<file path="src/rtl/cov_sequencer_if.sv">
// Sequencer <-> ICA control / datapath bundle.
// master = sequencer side, slave = controller/datapath side.
interface cov_sequencer_if #(
  parameter int ADDR_W = 10
);
  logic              GO;
  logic              Div_done;
  logic              Sample_rd;
  logic [ADDR_W-1:0] Sample_addr;
  logic              Acc_clr;
  logic              En_Multi;
  logic              En_acc;
  logic              En_div;
  logic              Cov_busy;
  logic              Cov_done;
  logic              Cov_err;

  modport master (
    input  GO,
    input  Div_done,
    output Sample_rd,
    output Sample_addr,
    output Acc_clr,
    output En_Multi,
    output En_acc,
    output En_div,
    output Cov_busy,
    output Cov_done,
    output Cov_err
  );

  modport slave (
    output GO,
    output Div_done,
    input  Sample_rd,
    input  Sample_addr,
    input  Acc_clr,
    input  En_Multi,
    input  En_acc,
    input  En_div,
    input  Cov_busy,
    input  Cov_done,
    input  Cov_err
  );
endinterface

</file>
<file path="src/rtl/cov_sequencer.sv">
// Covariance run sequencer: clear, stream, drain, divide.
// All outputs are registered from the next state.
module cov_sequencer #(
  parameter int N_SAMPLES   = 1024,
  parameter int ADDR_W      = 10,
  parameter int MUL_LAT     = 2,
  parameter int DIV_TIMEOUT = 64
) (
  input logic             CLK,
  input logic             RST,
  cov_sequencer_if.master bus
);
  localparam int TW = $clog2(DIV_TIMEOUT + 1);
  localparam logic [ADDR_W-1:0] LAST = ADDR_W'(N_SAMPLES - 1);
  localparam logic [TW-1:0] TMAX = TW'(DIV_TIMEOUT);

  typedef enum logic [2:0] {
    IDLE, CLEAR, STREAM, DRAIN, DIVIDE, DONE
  } state_t;

  state_t            state, state_d;
  logic [ADDR_W-1:0] addr, addr_d;
  logic [TW-1:0]     tcnt, tcnt_d;
  logic [MUL_LAT:0]  dl;
  logic              rd, rd_d;
  logic              clr, clr_d;
  logic              div, div_d;
  logic              busy, busy_d;
  logic              done, done_d;
  logic              err, err_d;
  logic              pipe_empty;

  // Only the en_acc tap may still be set when DRAIN may leave.
  assign pipe_empty = (dl[MUL_LAT-1:0] == '0);

  // State register.
  always_ff @(posedge CLK) begin
    if (RST) state <= IDLE;
    else     state <= state_d;
  end

  // Next state and next registered outputs.
  always_comb begin
    state_d = state;
    unique case (state)
      IDLE:    if (bus.GO) state_d = CLEAR;
      CLEAR:   state_d = STREAM;
      STREAM:  if (addr == LAST) state_d = DRAIN;
      DRAIN:   if (pipe_empty) state_d = DIVIDE;
      DIVIDE: begin
        if (bus.Div_done)     state_d = DONE;
        else if (tcnt == TMAX) state_d = IDLE;
      end
      DONE:    state_d = IDLE;
      default: state_d = IDLE;
    endcase

    rd_d   = (state_d == STREAM);
    clr_d  = (state_d == CLEAR);
    div_d  = (state_d == DIVIDE) && (state != DIVIDE);
    done_d = (state_d == DONE);
    err_d  = (state == DIVIDE) && (state_d == IDLE);
    busy_d = (state_d == CLEAR) || (state_d == STREAM) ||
             (state_d == DRAIN) || (state_d == DIVIDE);

    addr_d = addr;
    if (state_d == CLEAR)
      addr_d = '0;
    else if (state == STREAM && state_d == STREAM)
      addr_d = addr + ADDR_W'(1);

    tcnt_d = '0;
    if (state == DIVIDE && state_d == DIVIDE)
      tcnt_d = tcnt + TW'(1);
  end

  // Output, counter and enable delay-line registers.
  always_ff @(posedge CLK) begin
    if (RST) begin
      addr <= '0;
      tcnt <= '0;
      dl   <= '0;
      rd   <= 1'b0;
      clr  <= 1'b0;
      div  <= 1'b0;
      busy <= 1'b0;
      done <= 1'b0;
      err  <= 1'b0;
    end else begin
      addr <= addr_d;
      tcnt <= tcnt_d;
      dl   <= {dl[MUL_LAT-1:0], rd};
      rd   <= rd_d;
      clr  <= clr_d;
      div  <= div_d;
      busy <= busy_d;
      done <= done_d;
      err  <= err_d;
    end
  end

  assign bus.Sample_rd   = rd;
  assign bus.Sample_addr = addr;
  assign bus.Acc_clr     = clr;
  assign bus.En_Multi    = dl[0];
  assign bus.En_acc      = dl[MUL_LAT];
  assign bus.En_div      = div;
  assign bus.Cov_busy    = busy;
  assign bus.Cov_done    = done;
  assign bus.Cov_err     = err;
endmodule

</file>
<file path="src/flat_wrapper.sv">
// flat-port wrapper written by rule: the top's interface ports become plain ports
module cov_sequencer_flat 
#(
  parameter int N_SAMPLES   = 1024,
  parameter int ADDR_W      = 10,
  parameter int MUL_LAT     = 2,
  parameter int DIV_TIMEOUT = 64
)
  (CLK, RST, bus_GO, bus_Div_done, bus_Sample_rd, bus_Sample_addr, bus_Acc_clr, bus_En_Multi, bus_En_acc, bus_En_div, bus_Cov_busy, bus_Cov_done, bus_Cov_err);
  cov_sequencer_if #(.ADDR_W(ADDR_W)) bus_i ();
  input logic CLK;
  input logic RST;
  input wire logic [$bits(bus_i.GO)-1:0] bus_GO;
  input wire logic [$bits(bus_i.Div_done)-1:0] bus_Div_done;
  output wire logic [$bits(bus_i.Sample_rd)-1:0] bus_Sample_rd;
  output wire logic [$bits(bus_i.Sample_addr)-1:0] bus_Sample_addr;
  output wire logic [$bits(bus_i.Acc_clr)-1:0] bus_Acc_clr;
  output wire logic [$bits(bus_i.En_Multi)-1:0] bus_En_Multi;
  output wire logic [$bits(bus_i.En_acc)-1:0] bus_En_acc;
  output wire logic [$bits(bus_i.En_div)-1:0] bus_En_div;
  output wire logic [$bits(bus_i.Cov_busy)-1:0] bus_Cov_busy;
  output wire logic [$bits(bus_i.Cov_done)-1:0] bus_Cov_done;
  output wire logic [$bits(bus_i.Cov_err)-1:0] bus_Cov_err;
  assign bus_i.GO = bus_GO;
  assign bus_i.Div_done = bus_Div_done;
  assign bus_Sample_rd = bus_i.Sample_rd;
  assign bus_Sample_addr = bus_i.Sample_addr;
  assign bus_Acc_clr = bus_i.Acc_clr;
  assign bus_En_Multi = bus_i.En_Multi;
  assign bus_En_acc = bus_i.En_acc;
  assign bus_En_div = bus_i.En_div;
  assign bus_Cov_busy = bus_i.Cov_busy;
  assign bus_Cov_done = bus_i.Cov_done;
  assign bus_Cov_err = bus_i.Cov_err;
  cov_sequencer #(.N_SAMPLES(N_SAMPLES), .ADDR_W(ADDR_W), .MUL_LAT(MUL_LAT), .DIV_TIMEOUT(DIV_TIMEOUT)) u_core (.CLK(CLK), .RST(RST), .bus(bus_i));
endmodule
</file>
<file path="config.mk">
export PLATFORM = sky130hd
export DESIGN_NAME = cov_sequencer_flat
export DESIGN_NICKNAME = d
export VERILOG_FILES = /design/src/rtl/cov_sequencer_if.sv /design/src/rtl/cov_sequencer.sv /design/src/flat_wrapper.sv
export SDC_FILE = /design/constraint.sdc
export NUM_CORES = 1
export LEC_CHECK = 0
export ABC_CLOCK_PERIOD_IN_PS = 2900
export CAP_MARGIN = 30
export CORE_ASPECT_RATIO = 1.2
export CORE_UTILIZATION = 55
export DETAILED_ROUTE_END_ITERATION = 8
export HOLD_SLACK_MARGIN = 0.08
export PLACE_DENSITY = 0.83
export SYNTH_ARGS = -nofsm -noshare
export SYNTH_HDL_FRONTEND = slang
export SYNTH_SLANG_ARGS = --single-unit
</file>
<file path="constraint.sdc">
create_clock -name CLK -period 2.9 [get_ports CLK]
set_input_delay 0.29 -clock CLK [delete_from_list [all_inputs] [get_ports CLK]]
set_output_delay 0.29 -clock CLK [all_outputs]
set_load 0.005 [all_outputs]
</file>
== After elaboration in Yosys (flattened, before gate mapping) ==
Cells that the tools add are included.

* Register bits: 29
* Bits of input ports: 4

* Reduce and logical (&&, ||, !) cells: 12
* Eq/ne operators: 12
* Add/sub/neg operators: 2
* Mux-type cells: 6
* Bitwise gates (word level): 1

{| class="wikitable"
|+ Operator list
! cell !! number
|-
| $mux W3 || 5
|-
| $pmux W3 S5 || 1
|-
| $eq A3 B2 Y1 const B || 4
|-
| $add A10 B1 Y10 const B || 1
|-
| $eq A10 B10 Y1 const B || 1
|-
| $eq A3 B3 Y1 const B || 3
|-
| $add A7 B1 Y7 const B || 1
|-
| $eq A7 B7 Y1 const B || 1
|-
| $eq A3 B1 Y1 const B || 2
|-
| $logic_not A3 Y1 || 2
|-
| $logic_and A1 B1 Y1 || 4
|-
| $reduce_or A2 Y1 || 2
|-
| $logic_or A1 B1 Y1 || 3
|-
| $ne A3 B3 Y1 const B || 1
|-
| $logic_not A2 Y1 || 1
|-
| $not A1 Y1 || 1
|}

== Depth between registers and ports, before layout ==
* Depth after elaboration: 8
* Depth in mapped cells: 7
* Depth with buffers taken out: 7

== Least setup slack after synthesis ==
No wires, ideal clock.

* Path kind: register to register
* Start point: reg u_core.addr[0] (netlist: u_core.bus.Sample_addr[0])
* End point: reg u_core.tcnt[2]
* Buffers on the path: 0
* Data arrival time: 1659 ps
* Data required time: 2834 ps
* Cell stages (with the launch flop): 7
* Clock period less this slack: 1725 ps
* Path slack: 1175 ps
* Cell sequence: dfxtp_1 ha_1 and3_1 and2_2 a221oi_4 o2111ai_4 nor2_1

* Longest elaborated chain between the ends: 7

{| class="wikitable"
|+ Ends and longest elaborated chain
! item !! line !! RTL
|-
| from (decl) || cov_sequencer.sv:22 || <nowiki>logic [ADDR_W-1:0] addr, addr_d;</nowiki>
|-
| from (signal assigned) || cov_sequencer.sv:90 || <nowiki>addr <= addr_d;</nowiki>
|-
| $eq A10 B10 Y1 || cov_sequencer.sv:48 || <nowiki>STREAM: if (addr == LAST) state_d = DRAIN;</nowiki>
|-
| $mux W3 || cov_sequencer.sv:48 ||
|-
| $pmux W3 S5 || cov_sequencer.sv:45 || <nowiki>unique case (state)</nowiki>
|-
| $eq A3 B3 Y1 || cov_sequencer.sv:73 || <nowiki>if (state == DIVIDE && state_d == DIVIDE)</nowiki>
|-
| $logic_and A1 B1 Y1 || cov_sequencer.sv:73 ||
|-
| $not A1 Y1 (no source line) || -- ||
|-
| $reduce_or A2 Y1 (no source line) || -- ||
|-
| to (signal assigned) || cov_sequencer.sv:91 || <nowiki>tcnt <= tcnt_d;</nowiki>
|-
| to (decl) || cov_sequencer.sv:23 || <nowiki>logic [TW-1:0] tcnt, tcnt_d;</nowiki>
|}

Every way passes these cells.
A chain may end at the register's enable or synchronous reset.

== Worst setup path after layout ==
* Start point: reg u_core.addr[0] (netlist: u_core.bus.Sample_addr[0])
* End point: reg u_core.tcnt[3]

Same word-level chain as after synthesis.

==> out/metrics.csv <==
metric,value,unit
status,"finished, final reports clean",
DP Area,1511,um2
max cap viols,0,
CTS clock-pin slew for the worst setup and hold paths,80,ps
setup violators final,0,
H-tree depth,2,
Final #Nets,161,
vias,986,
latest clock arrival within the worst-skew pair,320,ps
Synth Cell Area,1267,um2
Yosys top cell by area,dfxtp_1,
largest cells by area after synthesis,"dfxtp_1 46%, xnor2_1 5.5%, nor2_1 5.0%, ha_1 3.0%, nor3b_4 3.0%",
number of flops mapped to enable cells by yosys,0,
area of the multi-input gates,656.9,um2
"slowest stage delay, CP",390,ps
Clock Sinks,29,
top_reg_cell synth,dfxtp_1,
Hold EP,u_core.dl[0],
syn nets,134,
period utilisation layout,66.18,%
RSZ-0062 raised after global routing,no,
hold depth,1,
Layout area overhead,23.59,%
Yosys cell types,35,
Final WS setup,980.9,ps
gpl congestion,0.8287,
r2r startpoint,u_core.bus.Sample_addr[0],
Synth Instances,127,
Yosys reg bits,29,
"Arr. time, crit path",2180,ps
Least-Margin Pin Slew,434.4,ps
Pins Over Slew Limit,0,
Die Height,54.59,um
Setup Buffers After CTS,0,
DIE AREA,2501,um2
final setup TNS,0,ps
average routed wire per standard cell,12.12,um
DRC,0,
CP max stage cell,a221oi_4,
most frequent cells after synthesis,"29 x dfxtp_1, 17 x nor2_1, 8 x xnor2_1",
Port-buffer cells,21,
CP Launch Type,flop,
Final Hold Viols,0,
GRT Util Overall,21.81,%
vias per cell,5.359,
row count,18,
number of placed I/O pins,22,
pwr dens,460.2,nW/um2
f_max,521.1,MHz
GRT overflow,0,
Max clock buf depth,2,
ys async rst share,0,%
maximum VDD drop,0.0004253,V
HPWL after DPL,1.663,mm
antenna violations before repair,0,
Bufs and invs on worst path,0,
slew margin rel.,71.01,%
CTS-repair resized insts,0,
total CTS buffers,5,
worst endpoint required time,3160,ps
leakage power,0.0005293,uW
cells on worst reg2reg path,6,
number of global-route vias before repair,855,
fin crit period,1919,ps
Die Width,45.82,um
initial DRC count,8,
CORE AREA,2117,um2
capturing point of the worst reg2reg path,u_core.tcnt[3],
register-to-register path setup slack,980,ps
Seq. cell area,580.6,um2
routed wire length,2.230,mm
most frequent cell after synthesis,dfxtp_1,
clock skew,7.929,ps
hold_buf cts,0,
TritonCTS clock tree,done,
WS Path Type,reg2reg,
largest net degree at the start of global routing,11,
DR pass1 iterations,4,
number of fill cells,179,
hold path startpoint,u_core.bus.Sample_rd,
Pwr Total,720.9,uW
Crit path max-delay family,compound AO/OA/AOI/OAI gates,
critical-path maximum fanout,7,
dpl ws,812.7,ps
min-delay worst type,reg2reg,
Detail Route Antenna Nets,0,
crit path capture type,flop,
starting density of the core,59.87,%
first-pass GRT wire length,3.670,mm
"critical path, cell by cell","ha_1, and3_1, and2_2, a221oi_4, o2111ai_4, nor2_1",
synthesized area per cell,9.980,um2
Clock Root Buffer,clkbuf_4,
fraction of layout cells with a size suffix above 1,11.69,%
cell area after layout,1567,um2
Antenna Cells,0,
Yosys warnings,0,
post-synth top area share,45.80,%
register area share after synthesis,45.80,%
[power by group]
| part | switching [uW] | internal (uW) |
|---|---|---|
| sequential | 9.99 | 407 |
| clock | 124 | 114 |
| combinational | 33.4 | 32.2 |
| total | 167 | 554 |
[cells in the final DEF (no fill, tap or decap), drive strengths merged, types with 3 or more instances in the layout]
| cell type | instances |
|---|---|
| clkbuf | 7 |
| inv | 7 |
| o21ai | 3 |
| nor2 | 18 |
| nor3 | 6 |
| ha | 3 |
| xnor2 | 8 |
| nand3 | 6 |
| and3 | 4 |
| nand2 | 6 |
| a311oi | 3 |
| dfxtp | 29 |
| nor2b | 3 |
| clkdlybuf4s50 | 21 |
| a21oi | 6 |
[per-stage QoR]
step	hold WS, ps	instances	utilization (%)
floorplan	401.2	127	-
global placement	440.7	177	71.39
finish	466.0	184	74.00
global route	477.4	184	74.00
CTS	471.2	184	74.00
detailed placement	460.2	177	71.39
[how the worst max path moves through the flow]
stage                                          from                   endpoint  slack [ps]  cells past startpoint
after floorplan           u_core.bus.Sample_addr[0]             u_core.tcnt[2]        1180                      6
after global placement                 bus_Div_done  u_core.bus.Sample_addr[3]         830                      6
after detailed placement               bus_Div_done  u_core.bus.Sample_addr[2]         810                      6
after CTS                 u_core.bus.Sample_addr[0]             u_core.tcnt[3]         950                      6
after global routing      u_core.bus.Sample_addr[0]             u_core.tcnt[5]         810                      6
final                     u_core.bus.Sample_addr[0]             u_core.tcnt[3]         980                      6
[cell families (layout without fill, tap and decap cells)]
| group | count (synthesis) | count (layout) | share of synthesized area [%] |
|---|---|---|---|
| and+or+nand+nor | 55 | 55 | 25.57 |
| DFF | 29 | 29 | 45.80 |
| AOI/OAI and AO/OA | 20 | 20 | 14.81 |
| xor gates and xnor gates | 10 | 10 | 6.911 |
| buffers and inverters | 8 | 35 | 2.369 |
| adders and majority gates | 3 | 3 | 2.962 |
| muxes | 2 | 2 | 1.580 |
[sequential cells by signal, summed over array words and instances, names as in the netlist]
register / flops
u_core.bus.Sample_addr: 10
u_core.tcnt: 7
u_core.dl: 3
u_core.state: 3
u_core.bus.Acc_clr: 1
u_core.bus.Cov_busy: 1
u_core.bus.Cov_done: 1
u_core.bus.Cov_err: 1
u_core.bus.En_div: 1
u_core.bus.Sample_rd: 1
[layout make-up]
type / instances / share of cell area, %
Sequential cell: 29 / 37.06
Tap cell: 30 / 2.396
Multi-Input combinational cell: 90 / 41.93
Timing Repair Buffer: 21 / 13.42
Inverter: 7 / 1.677
Clock buffer: 7 / 3.514
[per-layer routing]
metal / part of all wire, % / GRT usage, % / up-vias
met2: 50 / 33.57 / 15
met1: 44 / 25.25 / 461
met3: 4.3 / 10.89 / 2
met4: 1.6 / 9.804 / 0
met5: 0 / 0 / -
li1: - / - / 508
Note: power is estimated with default switching activity, not from simulation.
